`src/rtl/spi_al422_writer.sv`:
```
// SPI frame loader for the AL422B write port: bytes clocked in over SPI are written
// one by one through /WE, with /WRST at each frame start and length checking at frame end.
module spi_al422_writer #(
    parameter int FRAME_BYTES = 192,
    parameter int WRST_LOW    = 2,
    parameter int WE_LOW      = 2
) (
    input  logic       in_clk,
    input  logic       in_nrst,
    input  logic       spi_sck,
    input  logic       spi_mosi,
    input  logic       spi_cs_n,
    output logic [7:0] al422_data,
    output logic       al422_we_n,
    output logic       al422_wrst_n,
    output logic       frame_done,
    output logic       frame_err,
    output logic       overrun
);
    localparam int DATA_W  = 8;
    localparam int CNT_W   = $clog2(FRAME_BYTES + 1);
    localparam int TMR_MAX = (WRST_LOW > WE_LOW) ? WRST_LOW : WE_LOW;
    localparam int TMR_W   = (TMR_MAX > 1) ? $clog2(TMR_MAX) : 1;

    typedef enum logic [2:0] {
        S_IDLE,
        S_WRST,
        S_ARMED,
        S_SETUP,
        S_STROBE,
        S_HOLD,
        S_END
    } state_t;

    state_t state, state_nxt;

    logic sck_p0, sck_p1, sck_p2;
    logic mosi_p0, mosi_p1;
    logic cs_p0, cs_p1, cs_p2;

    logic [DATA_W-1:0] shift_reg, hold_reg, shift_nxt;
    logic [2:0]        bit_cnt;
    logic [CNT_W-1:0]  byte_cnt;
    logic [TMR_W-1:0]  tmr, tmr_nxt;
    logic              pend, start_req, end_req, too_long;
    logic              sck_rise, cs_fall, cs_rise, shift_en, byte_done;
    logic              pend_clr, start_clr, end_clr, suppress, frame_ok;

    // stage p0/p1: two-FF synchronisers; p2: edge-detect history
    always_ff @(posedge in_clk or negedge in_nrst) begin
        if (!in_nrst) begin
            sck_p0  <= 1'b0;
            sck_p1  <= 1'b0;
            sck_p2  <= 1'b0;
            mosi_p0 <= 1'b0;
            mosi_p1 <= 1'b0;
            cs_p0   <= 1'b0;
            cs_p1   <= 1'b0;
            cs_p2   <= 1'b0;
        end else begin
            sck_p0  <= spi_sck;
            sck_p1  <= sck_p0;
            sck_p2  <= sck_p1;
            mosi_p0 <= spi_mosi;
            mosi_p1 <= mosi_p0;
            cs_p0   <= spi_cs_n;
            cs_p1   <= cs_p0;
            cs_p2   <= cs_p1;
        end
    end

    assign sck_rise  = sck_p1 & ~sck_p2;
    assign cs_fall   = ~cs_p1 & cs_p2;
    assign cs_rise   = cs_p1 & ~cs_p2;
    assign shift_en  = ~cs_p1 & sck_rise & ~cs_fall;
    assign byte_done = shift_en && (bit_cnt == 3'd7);
    assign shift_nxt = {shift_reg[DATA_W-2:0], mosi_p1};

    // SPI byte assembly and request flags
    always_ff @(posedge in_clk or negedge in_nrst) begin
        if (!in_nrst) begin
            bit_cnt   <= 3'd0;
            overrun   <= 1'b0;
            pend      <= 1'b0;
            start_req <= 1'b0;
            end_req   <= 1'b0;
        end else begin
            if (cs_fall) begin
                bit_cnt <= 3'd0;
                overrun <= 1'b0;
            end else if (cs_rise) begin
                bit_cnt <= 3'd0;
            end else if (shift_en) begin
                bit_cnt <= bit_cnt + 3'd1;
                if (byte_done && pend)
                    overrun <= 1'b1;
            end

            if (byte_done && !pend)
                pend <= 1'b1;
            else if (pend_clr)
                pend <= 1'b0;

            if (cs_fall)
                start_req <= 1'b1;
            else if (start_clr)
                start_req <= 1'b0;

            // an end request with no frame in progress is meaningless; drop it
            if (state == S_IDLE)
                end_req <= 1'b0;
            else if (cs_rise)
                end_req <= 1'b1;
            else if (end_clr)
                end_req <= 1'b0;
        end
    end

    always_ff @(posedge in_clk) begin
        if (shift_en)
            shift_reg <= shift_nxt;
        if (byte_done && !pend)
            hold_reg <= shift_nxt;
    end

    always_ff @(posedge in_clk or negedge in_nrst) begin
        if (!in_nrst) begin
            byte_cnt <= '0;
            too_long <= 1'b0;
        end else if (cs_fall) begin
            byte_cnt <= '0;
            too_long <= 1'b0;
        end else begin
            if (state == S_HOLD)
                byte_cnt <= byte_cnt + CNT_W'(1);
            if (state == S_SETUP && suppress)
                too_long <= 1'b1;
        end
    end

    assign suppress = (byte_cnt == CNT_W'(FRAME_BYTES));
    assign frame_ok = suppress && !too_long;

    always_comb begin
        state_nxt = state;
        tmr_nxt   = tmr;
        pend_clr  = 1'b0;
        start_clr = 1'b0;
        end_clr   = 1'b0;
        case (state)
            S_IDLE: begin
                if (start_req) begin
                    state_nxt = S_WRST;
                    start_clr = 1'b1;
                    tmr_nxt   = '0;
                end
            end
            S_WRST: begin
                if (tmr == TMR_W'(WRST_LOW - 1)) begin
                    state_nxt = S_ARMED;
                    tmr_nxt   = '0;
                end else begin
                    tmr_nxt = tmr + TMR_W'(1);
                end
            end
            S_ARMED: begin
                // a finished frame is judged before the next one restarts the pointer
                if (start_req && end_req) begin
                    state_nxt = S_END;
                    end_clr   = 1'b1;
                end else if (start_req) begin
                    state_nxt = S_WRST;
                    start_clr = 1'b1;
                    tmr_nxt   = '0;
                end else if (pend) begin
                    state_nxt = S_SETUP;
                end else if (end_req) begin
                    state_nxt = S_END;
                    end_clr   = 1'b1;
                end
            end
            S_SETUP: begin
                pend_clr  = 1'b1;
                tmr_nxt   = '0;
                state_nxt = suppress ? S_ARMED : S_STROBE;
            end
            S_STROBE: begin
                if (tmr == TMR_W'(WE_LOW - 1)) begin
                    state_nxt = S_HOLD;
                    tmr_nxt   = '0;
                end else begin
                    tmr_nxt = tmr + TMR_W'(1);
                end
            end
            S_HOLD:  state_nxt = S_ARMED;
            S_END:   state_nxt = S_IDLE;
            default: state_nxt = S_IDLE;
        endcase
    end

    // outputs are registered from the next state so each strobe lines up with its state
    always_ff @(posedge in_clk or negedge in_nrst) begin
        if (!in_nrst) begin
            state        <= S_IDLE;
            tmr          <= '0;
            al422_data   <= '0;
            al422_we_n   <= 1'b1;
            al422_wrst_n <= 1'b1;
            frame_done   <= 1'b0;
            frame_err    <= 1'b0;
        end else begin
            state        <= state_nxt;
            tmr          <= tmr_nxt;
            al422_we_n   <= (state_nxt != S_STROBE);
            al422_wrst_n <= (state_nxt != S_WRST);
            frame_done   <= (state_nxt == S_END) && frame_ok;
            frame_err    <= (state_nxt == S_END) && !frame_ok;
            if (state_nxt == S_SETUP)
                al422_data <= hold_reg;
        end
    end

endmodule

```
`config.mk`:
```
export PLATFORM = sky130hd
export DESIGN_NAME = spi_al422_writer
export DESIGN_NICKNAME = d
export VERILOG_FILES = /design/src/rtl/spi_al422_writer.sv
export SDC_FILE = /design/constraint.sdc
export NUM_CORES = 1
export LEC_CHECK = 0
export CAP_MARGIN = 20
export CORE_MARGIN = 2
export CORE_UTILIZATION = 56
export CTS_BUF_LIST = sky130_fd_sc_hd__clkbuf_4 sky130_fd_sc_hd__clkbuf_8 sky130_fd_sc_hd__clkbuf_16
export DETAILED_ROUTE_END_ITERATION = 10
export HOLD_SLACK_MARGIN = 0.08
export PLACE_DENSITY = 0.76
export SLEW_MARGIN = 40
export SYNTH_ARGS = -nofsm -noshare
export SYNTH_HDL_FRONTEND = slang
export SYNTH_SLANG_ARGS = --single-unit
```
`constraint.sdc`:
```
create_clock -name in_clk -period 3.3 [get_ports in_clk]
set_clock_uncertainty 0.2 [all_clocks]
set_input_delay 0.66 -clock in_clk [delete_from_list [all_inputs] [get_ports in_clk]]
set_output_delay 0.66 -clock in_clk [all_outputs]
set_load 0.02 [all_outputs]
```
# After elaboration in Yosys (flattened, before gate mapping)
# Index checks and enable logic that the tools add are counted.
# word_totals
inputBits	5
wordCells	113
out_inout_bits	13
register_bits	55
# op_classes
addsub	3
eq_ne	13
n_mux	40
bitwise	9
n_reduce_logical	24
# op_table
cell	n
3-bit two-way mux	11
1-bit two-way mux	24
3-bit one-hot mux with 6 select lines	1
8-bit two-way mux	2
3-bit equality test (second input constant)	4
2-bit nonzero test	6
3-bit by 2-bit equality test with 1-bit output (second input constant)	3
8-bit by 1-bit adder with 8-bit output (second input constant)	1
8-bit equality test (second input constant)	1
1-bit logical AND	8
3-bit nonzero test	2
1-bit AND	5
2-bit != test (second input constant)	2
1-bit inverter	4
1-bit one-hot mux with 4 select lines	1
4-bit nonzero test	1
3-bit by 1-bit adder with 3-bit output (second input constant)	1
3-bit by 1-bit equality test with 1-bit output (second input constant)	1
1-bit zero test	3
3-bit zero test	1
3-bit by 1-bit != test with 1-bit output (second input constant)	1
3-bit != test (second input constant)	1
3-bit AND reduction	1
1-bit one-hot mux with 2 select lines	1
3 further kinds	3

# Depth between registers and ports, before layout
# Gate-level depths: netlist of run 1.
# depth
ltp_word	10
ltp_mapped	6
depth_no_buf	6

# Worst setup path after synthesis of run 1
# Ideal clock, no wire load.
# synth_path
path_kind	register to register
from	reg cs_p1
to	reg hold_reg[0], enable pin
setup_slack_ns	0.851
n_path_buf	0
setup_time_ns	0.374
stages_incl_launch_ff	6
t_arrival_ns	1.875
synth_period_minus_slack_ns	2.449
t_required_ns	2.726
path_cell_list	dfrtp_1 inv_1 ha_1 nor4b_2 nand2_1 nor2_1
# synth_via
elab_chain_len	6
word_cells_on_any_way	7
cone_classes	bitwise: 5; reduce/logical: 2
# synth_rtl
element	line	source
start: declaration	39	logic cs_p0, cs_p1, cs_p2;
start signal: assignment	67	cs_p1 <= cs_p0;
1-bit inverter	73	assign cs_fall = ~cs_p1 & cs_p2;
1-bit AND	73	
via cs_fall	46	logic sck_rise, cs_fall, cs_rise, shift_en, byte_done;
1-bit inverter	75	assign shift_en = ~cs_p1 & sck_rise & ~cs_fall;
1-bit AND	75	
via shift_en	46	
1-bit logical AND	76	assign byte_done = shift_en && (bit_cnt == 3'd7);
1-bit logical AND	122	if (byte_done && !pend)
end signal: assignment	123	hold_reg <= shift_nxt;
end: declaration	41	logic [DATA_W-1:0] shift_reg, hold_reg, shift_nxt;
# The timed path passes the listed nets, and every way through them passes these cells.
# A chain may end at the register's enable or synchronous reset.

# Worst setup path after layout of run 1
# Same ends and word-level chain as after synthesis.

==> impl_metrics.env, run 1 <==
export IMPL_num_rows=22
export IMPL_avgViaCountPerCell=5.40
export IMPL_number_of_nets_in_the_synthesized_netlist=182
export IMPL_routed_via_count=1296
export IMPL_holdBufCountCts=0
export IMPL_cts_root_buf="sky130_fd_sc_hd__clkbuf_8"
export IMPL_ys_seq_area_share_pct=65.2
export IMPL_core_region_area_um2=3740
export IMPL_synthesis_warning_total=0
export IMPL_worst_endpoint_required_ns=3.06
export IMPL_track_usage_pct=17.8
export IMPL_grt_pass1_vias=1245
export IMPL_worst_ir_drop_vdd_mv=0.361
export IMPL_type_of_the_tightest_min_delay_check="in2async"
export IMPL_switching_share_pct=31.1
export IMPL_ctsLongestPathBuffers=2
export IMPL_netlist_top_cell_by_area="sky130_fd_sc_hd__dfrtp_1"
export IMPL_grt_start_max_net_pins=41
export IMPL_clock_buffer_count_from_cts=5
export IMPL_fmaxAchievable_mhz=399
export IMPL_nNetsFinal=202
export IMPL_grt_first_pass_wirelength_um=5790
export IMPL_worst_rel_slew_slack_pct=54.9
export IMPL_post_route_min_period_ns=2.50
export IMPL_port_buffers=17
export IMPL_run_status="complete, no violations"
export IMPL_p_sw_mw=0.486
export IMPL_fin_tns_setup_ns=0
export IMPL_final_cell_mix="sky130_fd_sc_hd__dfrtp_1 (38), sky130_fd_sc_hd__nor2_1 (19), sky130_fd_sc_hd__clkdlybuf4s50_1 (16)"
export IMPL_tightest_slew_ns=0.674
export IMPL_antenna_violations_before_repair=0
export IMPL_flow_area_growth_from_synthesis_pct=13.0
export IMPL_finalHoldWorstSlack_ns=0.0931
export IMPL_fillCellCount=272
export IMPL_cts_repair_timing_setup_buffer_count=0
export IMPL_first_pass_iters=4
export IMPL_final_min_period_over_clock_period_pct=75.9
export IMPL_synth_cell_types=38
export IMPL_regToRegSetupSlack_ns=0.80
export IMPL_ioPinCount=18
export IMPL_start_kind="flop"
export IMPL_place_hpwl_um=2360
export IMPL_synth_ff_latch_count=55
export IMPL_critical_path_slowest_cell="sky130_fd_sc_hd__nor2_1"
export IMPL_cts_tree="yes"
export IMPL_cts_htree_levels=2
export IMPL_power_frac_comb_pct=19.6
export IMPL_detailedRoute_firstIterationViolations=84
export IMPL_gp_congestion=0.891
export IMPL_synthTopCellsByArea="sky130_fd_sc_hd__dfrtp_1 (43%), sky130_fd_sc_hd__edfxtp_1 (20%), sky130_fd_sc_hd__mux2_2 (4.5%)"
export IMPL_antenna_cells=0
export IMPL_timing_hold_violations_final=0
export IMPL_crit_buf_inv=2
export IMPL_timing_max_transition_violations_final=0
export IMPL_p_clk_share_pct=24.5
export IMPL_path_delay_family="simple AND/OR/NAND/NOR gates"
export IMPL_finalPower_mw=1.57
export IMPL_intPower_mw=1.08
export IMPL_drive_gt1_share_pct=15.1
export IMPL_seq_power_share_pct=55.9
export IMPL_yosysTopAreaCellShare_pct=42.7
export IMPL_r2r_cells=6
export IMPL_max_cap_violations=0
export IMPL_setup_viol=0
export IMPL_grt_overflow_total=0
export IMPL_post_drt_wl_per_cell_um=14.1
export IMPL_die_y_um=67.1
export IMPL_static_leakage_power_nw=1.11
export IMPL_layout_commonest_cell="sky130_fd_sc_hd__dfrtp_1"
export IMPL_timing_rr_start="cs_p1$_DFF_PN0_"
export IMPL_clk_insertion_delay_late_ns=0.32
export IMPL_starting_utilization_of_the_core_area_pct=59.5
export IMPL_path_cells="inv_1 -> ha_1 -> nor4b_2 -> buf_4 -> nand2_1 -> nor2_1"
export IMPL_endpoint_kind="flop"
export IMPL_route_detailed_drc=0
export IMPL_drtAntennaViolNets=0
export IMPL_rr_endpoint="hold_reg[0]$_DFFE_PP_"
export IMPL_die_area_um2=4500
export IMPL_worstPathArrival_ns=2.26
export IMPL_crit_fanout=12
export IMPL_totalWireLength_um=3370
export IMPL_clkSinkCount=55
export IMPL_syn_area_per_cell_um2=13.0
export IMPL_fp_dieW_um=67.1
export IMPL_synthesis_instances=171
export IMPL_rsz0062_at_grt="false"
export IMPL_synth_area_um2=2230
export IMPL_power_density_nw_per_um2=622
export IMPL_setup_worst_path_class="reg2reg"
export IMPL_clock_pin_slew_reported_for_the_worst_setup_and_hold_paths_after_clock_tree_synthesis_ns=0.11
export IMPL_cts_resized_gates=0
export IMPL_critical_path_max_stage_delay_ns=0.52
## per-stage QoR
step                      std cells  worst slack [ns]  instance area (µm²)  util, %
after global routing            240             0.626                 2520     67.2
final                           240             0.796                 2520     67.2
after CTS                       240             0.774                 2520     67.2
after detailed placement        232             0.777                 2420     64.7
after floorplan                 171             0.851                 2230        -
after global placement          232             0.890                 2420     64.6
## per-layer routing
layer | wire length (µm) | GRT usage, %
met1 | 1580 | 23.9
met2 | 1600 | 26.7
met3 | 103 | 4.05
met4 | 87 | 9.95
met5 | 0 | 0
## worst max path at each step
stage,startpoint,to,depth (start not counted),slack (ns)
after floorplan,cs_p1$_DFF_PN0_,hold_reg[0]$_DFFE_PP_,5,0.85
after global placement,cs_p1$_DFF_PN0_,hold_reg[0]$_DFFE_PP_,6,0.89
after detailed placement,cs_p1$_DFF_PN0_,hold_reg[0]$_DFFE_PP_,6,0.78
after CTS,cs_p1$_DFF_PN0_,hold_reg[0]$_DFFE_PP_,6,0.77
after global routing,cs_p1$_DFF_PN0_,hold_reg[0]$_DFFE_PP_,6,0.63
final,cs_p1$_DFF_PN0_,hold_reg[0]$_DFFE_PP_,6,0.80
## synthesized netlist by cell type (all sizes together)
| cell | number |
|---|---|
| a21oi | 8 |
| ha | 6 |
| o41a | 1 |
| nand2b | 1 |
| edfxtp | 15 |
| and3 | 1 |
| dfstp | 2 |
| o21a | 1 |
| nor2b | 3 |
| xnor2 | 3 |
| o21ai | 11 |
| inv | 9 |
| xor2 | 3 |
| nor4 | 1 |
| a21o | 1 |
| mux2 | 9 |
| nand3 | 4 |
| or3b | 1 |
| or2b | 1 |
| o32ai | 1 |
| nor2 | 19 |
| nand3b | 1 |
| and3b | 1 |
| nand4b | 2 |
| nand4 | 3 |
| or4 | 1 |
| nor3 | 7 |
| nand2 | 9 |
| nor4b | 1 |
| buf | 5 |
| or3 | 2 |
| dfrtp | 38 |
## logic make-up after synthesis
group	Yosys count	synth area share, %
buffers and inverters	14	3.42
xor gates and xnor gates	6	2.36
AOI/OAI and AO/OA	23	6.01
and+or+nand+nor	58	15.0
adders and majority gates	6	3.37
DFF	55	65.2
muxes	9	4.55
## cell type report
| cell class | count | area, µm² | share of cell area [%] |
|---|---|---|---|
| clock inverter | 3 | 27.5 | 1.09 |
| inverter | 9 | 33.8 | 1.34 |
| clock buffer | 5 | 68.8 | 2.73 |
| tap | 48 | 60.1 | 2.39 |
| sequential | 55 | 1450 | 57.8 |
| multi-input combinational | 102 | 698 | 27.7 |
| timing repair buffer | 18 | 175 | 6.96 |
## worst register-to-register path, cell delays in order (launching register included)
cell                      delay, ns
sky130_fd_sc_hd__dfrtp_1       0.41
sky130_fd_sc_hd__inv_1         0.06
sky130_fd_sc_hd__ha_1          0.35
sky130_fd_sc_hd__nor4b_2       0.32
sky130_fd_sc_hd__buf_4         0.20
sky130_fd_sc_hd__nand2_1       0.08
sky130_fd_sc_hd__nor2_1        0.52
## power groups by stage
stage          Combinational, mW  Clock (mW)  Sequential, mW
3_3_place_gp               0.296           0           0.878
4_1_cts                    0.311       0.396           0.874
2_1_floorplan              0.252           0           0.862
6_report                   0.308       0.383           0.875
5_1_grt                    0.350       0.426           0.887
3_5_place_dp               0.310           0           0.888
(Power assumes the default switching activity.)
==> run 2: changes to the inputs <==
clock period = 2.4 ns   (was 3.3 ns; I/O delays follow)
==> impl_metrics.env, run 2 (synthesis gave the netlist of run 1 again) <==
export IMPL_run_status="complete, no violations"
export IMPL_route_detailed_drc=0
export IMPL_post_route_min_period_ns=2.11
export IMPL_max_cap_violations=0
export IMPL_drtAntennaViolNets=0
export IMPL_worst_rel_slew_slack_pct=67.7
export IMPL_regToRegSetupSlack_ns=0.29
export IMPL_placedCellCount=233
export IMPL_die_area_um2=4500
export IMPL_clock_pin_slew_reported_for_the_worst_setup_and_hold_paths_after_clock_tree_synthesis_ns=0.09
export IMPL_worst_ir_drop_vdd_mv=0.386
export IMPL_cts_htree_levels=2
export IMPL_routed_via_count=1312
export IMPL_starting_utilization_of_the_core_area_pct=59.5
export IMPL_fp_dieW_um=67.1
export IMPL_drive_gt1_share_pct=15.5
export IMPL_grt_overflow_total=0
export IMPL_p_sw_mw=0.649
export IMPL_r2r_cells=6
export IMPL_avgViaCountPerCell=5.42
export IMPL_track_usage_pct=18.9
export IMPL_port_buffers=17
export IMPL_timing_max_transition_violations_final=0
export IMPL_die_y_um=67.1
export IMPL_nNetsFinal=204
export IMPL_final_min_period_over_clock_period_pct=87.8
export IMPL_p_clk_share_pct=24.1
export IMPL_seq_power_share_pct=56.0
export IMPL_layout_commonest_cell="sky130_fd_sc_hd__dfrtp_1"
export IMPL_rsz0062_at_grt="false"
export IMPL_type_of_the_tightest_min_delay_check="reg2reg"
export IMPL_fmaxAchievable_mhz=475
export IMPL_finalInstanceArea_um2=2540
export IMPL_postPlaceCellArea_um2=2440
export IMPL_switching_share_pct=30.3
export IMPL_first_pass_iters=4
export IMPL_place_hpwl_um=2370
export IMPL_timing_hold_violations_final=0
export IMPL_clkSinkCount=55
export IMPL_static_leakage_power_nw=1.13
export IMPL_cts_resized_gates=0
export IMPL_antenna_cells=0
export IMPL_stdcell_count=242
export IMPL_setup_viol=0
export IMPL_post_drt_wl_per_cell_um=13.8
export IMPL_clk_insertion_delay_late_ns=0.31
export IMPL_final_cell_mix="sky130_fd_sc_hd__dfrtp_1 (38), sky130_fd_sc_hd__nor2_1 (19), sky130_fd_sc_hd__clkdlybuf4s50_1 (16)"
export IMPL_setup_worst_path_class="reg2reg"
export IMPL_detailedRoute_firstIterationViolations=91
export IMPL_tightest_slew_ns=0.485
export IMPL_grt_start_max_net_pins=41
export IMPL_hold_end="mosi_p1$_DFF_PN0_"
export IMPL_power_frac_comb_pct=19.8
export IMPL_start_kind="flop"
export IMPL_crit_fanout=12
export IMPL_flow_area_growth_from_synthesis_pct=14.0
export IMPL_final_core_utilization_pct=67.8
export IMPL_gp_congestion=0.903
export IMPL_ioPinCount=18
export IMPL_ctsLongestPathBuffers=2
export IMPL_grt_first_pass_wirelength_um=6170
export IMPL_finalPower_mw=2.14
export IMPL_num_rows=22
export IMPL_totalWireLength_um=3340
export IMPL_worstPathArrival_ns=1.93
export IMPL_antenna_violations_before_repair=0
export IMPL_power_density_nw_per_um2=844
export IMPL_cts_root_buf="sky130_fd_sc_hd__clkbuf_8"
export IMPL_worst_endpoint_required_ns=2.23
export IMPL_cts_tree="yes"
export IMPL_core_region_area_um2=3740
export IMPL_rr_endpoint="hold_reg[6]$_DFFE_PP_"
export IMPL_grt_pass1_vias=1299
export IMPL_fin_tns_setup_ns=0
export IMPL_intPower_mw=1.49
export IMPL_endpoint_kind="flop"
export IMPL_timing_rr_start="cs_p1$_DFF_PN0_"
export IMPL_clock_buffer_count_from_cts=5
export IMPL_hp_start="mosi_p0$_DFF_PN0_"
export IMPL_hold_path_cell_count=0
run 2: changes by cell type in the layout (fill, tap and decap cells not counted), sizes merged:
cell	delta
buf	+1
clkbuf	+1
clkinv	-1
dlygate4sd3	+1
run 2: per-layer routing:
layer | vias to the layer above | global-route usage [%] | wire length (µm)
met3 | 7 | 5.57 | 157
met1 | 637 | 26.0 | 1550
met2 | 30 | 28.5 | 1570
met5 | - | 0 | 0
met4 | 0 | 6.89 | 59
li1 | 638 | - | -
run 2: worst max-delay path by stage:
stage / start / end
floorplan: cs_p1$_DFF_PN0_ / hold_reg[0]$_DFFE_PP_
global placement: cs_p1$_DFF_PN0_ / hold_reg[0]$_DFFE_PP_
detailed placement: cs_p1$_DFF_PN0_ / hold_reg[0]$_DFFE_PP_
CTS: cs_p1$_DFF_PN0_ / hold_reg[6]$_DFFE_PP_
global route: cs_p1$_DFF_PN0_ / hold_reg[6]$_DFFE_PP_
finish: cs_p1$_DFF_PN0_ / hold_reg[6]$_DFFE_PP_
run 2: worst max-delay path: stages (launching register included):
cell,delay [ns]
sky130_fd_sc_hd__dfrtp_1,0.45
sky130_fd_sc_hd__inv_1,0.06
sky130_fd_sc_hd__ha_1,0.35
sky130_fd_sc_hd__nor4b_4,0.38
sky130_fd_sc_hd__nand2_1,0.11
sky130_fd_sc_hd__nor2_1,0.10
sky130_fd_sc_hd__buf_4,0.18
run 2: power by group through the flow:
stage	clock network [mW]	registers, mW	logic (mW)
2_1_floorplan	0	1.19	0.347
3_3_place_gp	0	1.21	0.409
3_5_place_dp	0	1.22	0.426
4_1_cts	0.535	1.20	0.430
5_1_grt	0.583	1.23	0.488
6_report	0.517	1.20	0.425
run 2: layout make-up:
| type | instances | area (µm²) |
|---|---|---|
| Tap cell | 48 | 60.1 |
| Multi-Input combinational cell | 102 | 707 |
| Clock inverter | 2 | 16.3 |
| Fill cell | 276 | 1200 |
| Inverter | 9 | 33.8 |
| Sequential cell | 55 | 1450 |
| Clock buffer | 6 | 76.3 |
| Timing Repair Buffer | 20 | 193 |
run 2: metrics by stage:
step                      hold slack (ns)  setup slack [ns]
final                               0.157             0.293
after global placement              0.135             0.356
after floorplan                   -0.0156            0.0932
after global routing                0.178             0.155
after CTS                           0.161             0.268
after detailed placement            0.138             0.292
run 2: repair_timing:
item	CTS	global route
hold buffers	1	0
setup endpoints to repair	0	0
hold endpoints to repair	38	0
buffers inserted	0	0
